$ cat config.mk
export PLATFORM = sky130hd
export DESIGN_NAME = systolic_matmul_core_flat
export DESIGN_NICKNAME = d
export VERILOG_FILES = /design/src/rtl/systolic_matmul_if.sv /design/src/rtl/systolic_matmul_core.sv /design/src/flat_wrapper.sv
export SDC_FILE = /design/constraint.sdc
export NUM_CORES = 2
export LEC_CHECK = 0
export BUFFER_PORTS_ARGS = -buffer_cell sky130_fd_sc_hd__clkbuf_2
export CORE_MARGIN = 2
export CORE_UTILIZATION = 50
export CTS_CLUSTER_DIAMETER = 40
export DETAILED_ROUTE_END_ITERATION = 7
export HOLD_SLACK_MARGIN = 0.06
export MAX_ROUTING_LAYER = met4
export PLACE_DENSITY = 0.68
export SLEW_MARGIN = 30
export SYNTH_ARGS = -nofsm -noshare
export SYNTH_HDL_FRONTEND = slang
export SYNTH_SLANG_ARGS = --single-unit
$ cat constraint.sdc
create_clock -name clk_i -period 10.1 [get_ports clk_i]
set_input_delay 2.02 -clock clk_i [delete_from_list [all_inputs] [get_ports clk_i]]
set_output_delay 2.02 -clock clk_i [all_outputs]
set_load 0.03 [all_outputs]
$ cat src/rtl/systolic_matmul_if.sv
// Operand/result bus for the systolic matrix multiplier: job request, operands, status and result.
interface systolic_matmul_if #(
    parameter int unsigned N      = 4,
    parameter int unsigned DATA_W = 4,
    parameter int unsigned ACC_W  = 2 * DATA_W + $clog2(N)
);
    localparam int unsigned CW = $clog2(3 * N);

    logic                    start_i;
    logic                    signed_i;
    logic [N*N*DATA_W-1:0]   mat_a_i;
    logic [N*N*DATA_W-1:0]   mat_b_i;
    logic                    busy_o;
    logic                    done_o;
    logic [N*N*ACC_W-1:0]    result_o;
    logic                    overflow_o;
    logic [CW-1:0]           cycle_o;

    modport slave (
        input  start_i, signed_i, mat_a_i, mat_b_i,
        output busy_o, done_o, result_o, overflow_o, cycle_o
    );

    modport master (
        output start_i, signed_i, mat_a_i, mat_b_i,
        input  busy_o, done_o, result_o, overflow_o, cycle_o
    );
endinterface

$ cat src/rtl/systolic_matmul_core.sv
// NxN output-stationary systolic matrix multiplier C = A x B with start/busy/done handshake.
// Optional SYSTOLIC_SATURATE_EN: clamp accumulators to ACC_W range and flag sticky overflow.
module systolic_matmul_core #(
    parameter int unsigned N      = 4,
    parameter int unsigned DATA_W = 4,
    parameter int unsigned ACC_W  = 2 * DATA_W + $clog2(N)
) (
    input  logic               clk_i,
    input  logic               rst_ni,
    systolic_matmul_if.slave   bus
);
    localparam int unsigned CW = $clog2(3 * N);
    localparam int unsigned PW = 2 * DATA_W;
    localparam logic [CW-1:0] LAST_STEP = CW'(3 * N - 3);

    typedef enum logic [1:0] {IDLE, RUN, DONE} state_e;

    state_e                 state_q, state_d;
    logic                   busy_q, done_q;
    logic                   start_accept;

    logic [N*N*DATA_W-1:0]  mat_a_q, mat_b_q;
    logic                   signed_q;
    logic [CW-1:0]          cycle_q;
    logic [N*N*ACC_W-1:0]   result_q;

    logic [DATA_W-1:0]      a_edge [N];
    logic [DATA_W-1:0]      b_edge [N];
    logic [DATA_W-1:0]      a_pipe [N][N-1];
    logic [DATA_W-1:0]      b_pipe [N-1][N];
    logic [DATA_W-1:0]      a_op   [N][N];
    logic [DATA_W-1:0]      b_op   [N][N];
    logic [ACC_W-1:0]       acc_q  [N][N];
    logic [ACC_W-1:0]       acc_d  [N][N];
`ifdef SYSTOLIC_SATURATE_EN
    logic [N*N-1:0]         clamp;
    logic                   overflow_q;
`endif

    // Full-precision product, extended to accumulator width per operand mode.
    function automatic logic [ACC_W-1:0] ext_product(input logic [DATA_W-1:0] a,
                                                     input logic [DATA_W-1:0] b,
                                                     input logic sgn);
        logic [PW-1:0]    p;
        logic [ACC_W-1:0] r;
        if (sgn) begin
            p = PW'($signed(a) * $signed(b));
            r = ACC_W'($signed(p));
        end else begin
            p = PW'(a) * PW'(b);
            r = ACC_W'(p);
        end
        return r;
    endfunction

    always_ff @(posedge clk_i) begin
        if (!rst_ni) begin
            state_q <= IDLE;
            busy_q  <= 1'b0;
            done_q  <= 1'b0;
        end else begin
            state_q <= state_d;
            busy_q  <= (state_d == RUN);
            done_q  <= (state_d == DONE);
        end
    end

    always_comb begin
        state_d      = state_q;
        start_accept = 1'b0;
        case (state_q)
            IDLE: begin
                if (bus.start_i) begin
                    state_d      = RUN;
                    start_accept = 1'b1;
                end
            end
            RUN: begin
                if (cycle_q == LAST_STEP) state_d = DONE;
            end
            DONE: begin
                if (bus.start_i) begin
                    state_d      = RUN;
                    start_accept = 1'b1;
                end else begin
                    state_d = IDLE;
                end
            end
            default: state_d = IDLE;
        endcase
    end

    // Skewed boundary feed: row i and column j enter the array i/j steps late.
    always_comb begin
        int k;
        for (int i = 0; i < int'(N); i++) begin
            k         = int'(cycle_q) - i;
            a_edge[i] = '0;
            b_edge[i] = '0;
            if (k >= 0 && k < int'(N)) begin
                a_edge[i] = mat_a_q[(i * int'(N) + k) * int'(DATA_W) +: DATA_W];
                b_edge[i] = mat_b_q[(k * int'(N) + i) * int'(DATA_W) +: DATA_W];
            end
        end
    end

    for (genvar i = 0; i < int'(N); i++) begin : g_row
        for (genvar j = 0; j < int'(N); j++) begin : g_col
            if (j == 0) begin : g_a_edge
                assign a_op[i][j] = a_edge[i];
            end else begin : g_a_fwd
                assign a_op[i][j] = a_pipe[i][j-1];
            end
            if (i == 0) begin : g_b_edge
                assign b_op[i][j] = b_edge[j];
            end else begin : g_b_fwd
                assign b_op[i][j] = b_pipe[i-1][j];
            end
`ifdef SYSTOLIC_SATURATE_EN
            logic [ACC_W-1:0] prod;
            logic [ACC_W:0]   sum;
            logic [ACC_W-1:0] acc_nxt;
            logic             clamp_pe;
            // One guard bit detects leaving the representable range.
            always_comb begin
                prod     = ext_product(a_op[i][j], b_op[i][j], signed_q);
                sum      = '0;
                clamp_pe = 1'b0;
                if (signed_q) begin
                    sum     = {acc_q[i][j][ACC_W-1], acc_q[i][j]} + {prod[ACC_W-1], prod};
                    acc_nxt = sum[ACC_W-1:0];
                    if (sum[ACC_W] != sum[ACC_W-1]) begin
                        clamp_pe = 1'b1;
                        acc_nxt  = sum[ACC_W] ? {1'b1, {(ACC_W-1){1'b0}}}
                                              : {1'b0, {(ACC_W-1){1'b1}}};
                    end
                end else begin
                    sum     = {1'b0, acc_q[i][j]} + {1'b0, prod};
                    acc_nxt = sum[ACC_W-1:0];
                    if (sum[ACC_W]) begin
                        clamp_pe = 1'b1;
                        acc_nxt  = '1;
                    end
                end
            end
            assign acc_d[i][j]    = acc_nxt;
            assign clamp[i*N + j] = clamp_pe;
`else
            assign acc_d[i][j] = acc_q[i][j] + ext_product(a_op[i][j], b_op[i][j], signed_q);
`endif
        end
    end

    always_ff @(posedge clk_i) begin
        if (!rst_ni) begin
            mat_a_q  <= '0;
            mat_b_q  <= '0;
            signed_q <= 1'b0;
            cycle_q  <= '0;
            result_q <= '0;
            for (int i = 0; i < int'(N); i++)
                for (int j = 0; j < int'(N); j++) acc_q[i][j] <= '0;
            for (int i = 0; i < int'(N); i++)
                for (int j = 0; j < int'(N) - 1; j++) a_pipe[i][j] <= '0;
            for (int i = 0; i < int'(N) - 1; i++)
                for (int j = 0; j < int'(N); j++) b_pipe[i][j] <= '0;
`ifdef SYSTOLIC_SATURATE_EN
            overflow_q <= 1'b0;
`endif
        end else if (start_accept) begin
            mat_a_q  <= bus.mat_a_i;
            mat_b_q  <= bus.mat_b_i;
            signed_q <= bus.signed_i;
            cycle_q  <= '0;
            for (int i = 0; i < int'(N); i++)
                for (int j = 0; j < int'(N); j++) acc_q[i][j] <= '0;
            for (int i = 0; i < int'(N); i++)
                for (int j = 0; j < int'(N) - 1; j++) a_pipe[i][j] <= '0;
            for (int i = 0; i < int'(N) - 1; i++)
                for (int j = 0; j < int'(N); j++) b_pipe[i][j] <= '0;
`ifdef SYSTOLIC_SATURATE_EN
            overflow_q <= 1'b0;
`endif
        end else if (state_q == RUN) begin
            for (int i = 0; i < int'(N); i++)
                for (int j = 0; j < int'(N); j++) acc_q[i][j] <= acc_d[i][j];
            for (int i = 0; i < int'(N); i++)
                for (int j = 0; j < int'(N) - 1; j++) a_pipe[i][j] <= a_op[i][j];
            for (int i = 0; i < int'(N) - 1; i++)
                for (int j = 0; j < int'(N); j++) b_pipe[i][j] <= b_op[i][j];
`ifdef SYSTOLIC_SATURATE_EN
            overflow_q <= overflow_q | (|clamp);
`endif
            // Final step's sums go straight into the result register.
            if (cycle_q == LAST_STEP) begin
                for (int i = 0; i < int'(N); i++)
                    for (int j = 0; j < int'(N); j++)
                        result_q[(i * int'(N) + j) * int'(ACC_W) +: ACC_W] <= acc_d[i][j];
            end else begin
                cycle_q <= cycle_q + CW'(1);
            end
        end
    end

    assign bus.busy_o   = busy_q;
    assign bus.done_o   = done_q;
    assign bus.result_o = result_q;
    assign bus.cycle_o  = cycle_q;
`ifdef SYSTOLIC_SATURATE_EN
    assign bus.overflow_o = overflow_q;
`else
    assign bus.overflow_o = 1'b0;
`endif

endmodule

$ cat src/flat_wrapper.sv
// flat-port wrapper written by rule: the top's interface ports become plain ports
module systolic_matmul_core_flat 
#(
    parameter int unsigned N      = 4,
    parameter int unsigned DATA_W = 4,
    parameter int unsigned ACC_W  = 2 * DATA_W + $clog2(N)
)
  (clk_i, rst_ni, bus_start_i, bus_signed_i, bus_mat_a_i, bus_mat_b_i, bus_busy_o, bus_done_o, bus_result_o, bus_overflow_o, bus_cycle_o);
  systolic_matmul_if #(.N(N), .DATA_W(DATA_W), .ACC_W(ACC_W)) bus_i ();
  input  logic clk_i;
  input  logic rst_ni;
  input wire logic [$bits(bus_i.start_i)-1:0] bus_start_i;
  input wire logic [$bits(bus_i.signed_i)-1:0] bus_signed_i;
  input wire logic [$bits(bus_i.mat_a_i)-1:0] bus_mat_a_i;
  input wire logic [$bits(bus_i.mat_b_i)-1:0] bus_mat_b_i;
  output wire logic [$bits(bus_i.busy_o)-1:0] bus_busy_o;
  output wire logic [$bits(bus_i.done_o)-1:0] bus_done_o;
  output wire logic [$bits(bus_i.result_o)-1:0] bus_result_o;
  output wire logic [$bits(bus_i.overflow_o)-1:0] bus_overflow_o;
  output wire logic [$bits(bus_i.cycle_o)-1:0] bus_cycle_o;
  assign bus_i.start_i = bus_start_i;
  assign bus_i.signed_i = bus_signed_i;
  assign bus_i.mat_a_i = bus_mat_a_i;
  assign bus_i.mat_b_i = bus_mat_b_i;
  assign bus_busy_o = bus_i.busy_o;
  assign bus_done_o = bus_i.done_o;
  assign bus_result_o = bus_i.result_o;
  assign bus_overflow_o = bus_i.overflow_o;
  assign bus_cycle_o = bus_i.cycle_o;
  systolic_matmul_core #(.N(N), .DATA_W(DATA_W), .ACC_W(ACC_W)) u_core (.clk_i(clk_i), .rst_ni(rst_ni), .bus(bus_i));
endmodule
==> out/metrics.cfg <==
[status]
status = completed

[clock_tree]
cts.sinks = 553
cts_tree = done
cts_buffers = 92
postCtsSetupRepairBufs = 0
root_buffer = clkbuf_16
hold_buffers = 0
cts_resized = 0
h-tree-depth = 3
cts_buffer_depth = 3
cts.clk_slew.worst_paths_ns = 0.05
clock_latency_ns = 0.66

[logic_synthesis]
synth_simple_gate_area_share_pct = 14.8
synth.distinct_cells = 66
synth_compound_area_share_pct = 11.9
synth_edf_count = 256
synth-seq-cells = 553
synth_nets = 5302
syn_inst = 4468
syn_avg_cell_area_um2 = 9.43
synth_top_family_by_area = adder cells
synth_seq_area_share_pct = 32.4
synthXorXnorAreaFrac_pct = 6.45
ys_async_sr_fraction_pct = 0
synthFlopType = dfxtp_1
synth_area_um2 = 42100
synth_warnings = 0
synthAdderAreaFrac_pct = 24.8
muxShareOfSynthArea_pct = 3.79

[floorplan]
core_um2 = 83600
die_y_um = 294
boundaryPins = 299
start_util_pct = 50.4
dieArea_um2 = 86600
rows = 106
die_x_um = 294

[timing]
min_period_ns = 7.98
hold_viol_final = 0
clock.fmax_mhz = 125
maxSlewViolCount = 0
setup_viol = 0
clock_skew_ns = 0.0397
tightest_slew_ns = 0.984
grt_setup_unrepaired = false
slew_headroom_pct = 34.4
fin_crit_sh_pct = 79.0
finalSetupTns_ns = 0

[critical_path]
worstReg2RegEnd = u_core.bus.result_o[28]
rr_worst_depth = 27
r2r-start = u_core.bus.cycle_o[2]
crit_top_cell = ha_1
crit_path_start_kind = register
critPathKind = reg -> reg
critical_path_arrival_ns = 8.55
r2r_slack_ns = 2.12
worstSetupEndpointType = register
max_stage_delay_ns = 0.76
critPathSlowestCell = dfxtp_1
crit_buf_inv = 4
cp_max_fo = 15
path_delay_family = adder cells
cp.required_ns = 10.67

[grt]
grt_pass1_wl_um = 166000
grt_antenna_before_repair = 4
grt_pass1_vias = 31604
grt.overflow.total = 0
grt_use_total_pct = 24.9
grt_max_degree = 180

[drt]
wl_met1_um = 45500
route.met2.wl_um = 49800
vias = 31616
first_iter_violations = 1903
finalWirelength_um = 104000
wl_met3_um = 6080
highest_layer = met4
dr.pass1.iters = 5
wl_per_cell_um = 17.8
ant_nets = 0
drc = 0
via_per_inst = 5.42

[min_path]
min-delay-start = u_core.bus.result_o[58]
hold_depth = 2
hp-class = reg -> reg
holdPathEnd = u_core.bus.result_o[58]

[placement]
gp_congestion = 0.920
postPlaceCellArea_um2 = 44400
numPortBuffers = 297
dp_hpwl_um = 77600

[layout]
final_common_cell = nand2_1
nets = 5507
finalInstanceArea_um2 = 47400
area_growth_pct = 12.5
drive_above_1_share_pct = 12.1
final_cell_mix = 550 x nand2_1, 478 x ha_1, 421 x inv_1, 418 x a21oi_1, 320 x nor2_1

[flow_run]
drv_cap = 0

[power_and_ir_drop]
peakVddDrop_mv = 0.112
p_per_area_nw_per_um2 = 139
p_total_mw = 6.57
power.leakage_nw = 23.9

## where the power goes
part           total [mW]  switching (mW)  internal [mW]
clock                3.03            1.20           1.82
sequential           2.58           0.104           2.48
combinational       0.962           0.579          0.383
## sequential cells by signal (all words and copies together), names as in the netlist
| signal | count |
|---|---|
| u_core.a_pipe | 48 |
| u_core.acc_q | 160 |
| u_core.b_pipe | 48 |
| u_core.bus.busy_o | 1 |
| u_core.bus.cycle_o | 4 |
| u_core.bus.done_o | 1 |
| u_core.bus.result_o | 160 |
| u_core.mat_a_q | 64 |
| u_core.mat_b_q | 64 |
| u_core.signed_q | 1 |
| u_core.state_q | 2 |
## synthesized netlist by cell type, drive strengths merged, types with 7 or more instances
cell type,number,area (um^2)
a2111oi,11,96.3
a211oi,41,308
a21o,129,968
a21oi,419,2100
and2,201,1260
and3,122,763
and4,8,70.1
buf,25,170
clkbuf,185,694
dfxtp,297,5950
edfxtp,256,7690
fa,224,4480
ha,478,5980
inv,424,1590
mux2,7,86.3
mux2i,16,160
mux4,59,1350
nand2,551,2070
nand2b,22,138
nand3,31,155
nand4,9,56.3
nor2,321,1200
nor3,36,180
nor4,12,75.1
o211ai,9,72.6
o21a,8,60.1
o21ai,154,771
o21bai,55,413
or2,11,71.3
or3,13,81.3
xnor2,169,1480
xnor3,11,248
xor2,111,991
## how the worst max path moves through the flow
stage	end	depth (start not counted)	slack [ns]	start
floorplan	u_core.bus.result_o[19]	34	1.73	u_core.bus.cycle_o[0]
global placement	u_core.bus.result_o[28]	27	2.58	u_core.bus.cycle_o[2]
detailed placement	u_core.bus.result_o[28]	27	2.19	u_core.bus.cycle_o[2]
CTS	u_core.bus.result_o[28]	27	2.16	u_core.bus.cycle_o[2]
global route	u_core.bus.result_o[28]	28	1.53	u_core.bus.cycle_o[2]
finish	u_core.bus.result_o[28]	27	2.12	u_core.bus.cycle_o[2]
## logic make-up after synthesis
family | Yosys count
fa+ha+maj | 702
compound gates | 850
other cells | 1
xor+xnor | 291
simple gates | 1353
buf+inv | 636
flops | 553
mux | 82
## metrics by stage
| stage | util, % | cells | hold slack (ns) | worst slack, ns |
|---|---|---|---|---|
| finish | 56.7 | 5832 | 0.451 | 2.12 |
| detailed placement | 53.1 | 5658 | 0.446 | 2.19 |
| global placement | 53.1 | 5658 | 0.440 | 2.58 |
| global route | 56.7 | 5832 | 0.465 | 1.53 |
| floorplan | - | 4468 | 0.432 | 1.73 |
| CTS | 56.7 | 5830 | 0.453 | 2.16 |
## worst min-delay path, delay by kind of cell (launching register included)
kind	cells	cell delay [ns]
DFF	1	0.30
AOI/OAI and AO/OA	1	0.05
and+or+nand+nor	1	0.05
## layout make-up
type	instances	area, um^2
Clock buffer	111	2520
Inverter	426	1610
Timing Repair Buffer	321	1710
Multi-Input combinational cell	3279	26100
Fill cell	7420	36100
Tap cell	1080	1350
Sequential cell	553	13600
Clock inverter	61	485
Antenna cell	1	2.50
## per-layer routing
metal | vias up | track usage [%]
li1 | 15602 | -
met1 | 15089 | 31.3
met2 | 750 | 41.0
met3 | 175 | 4.26
met4 | 0 | 7.67
met5 | - | -
(Power assumes the default switching activity.)
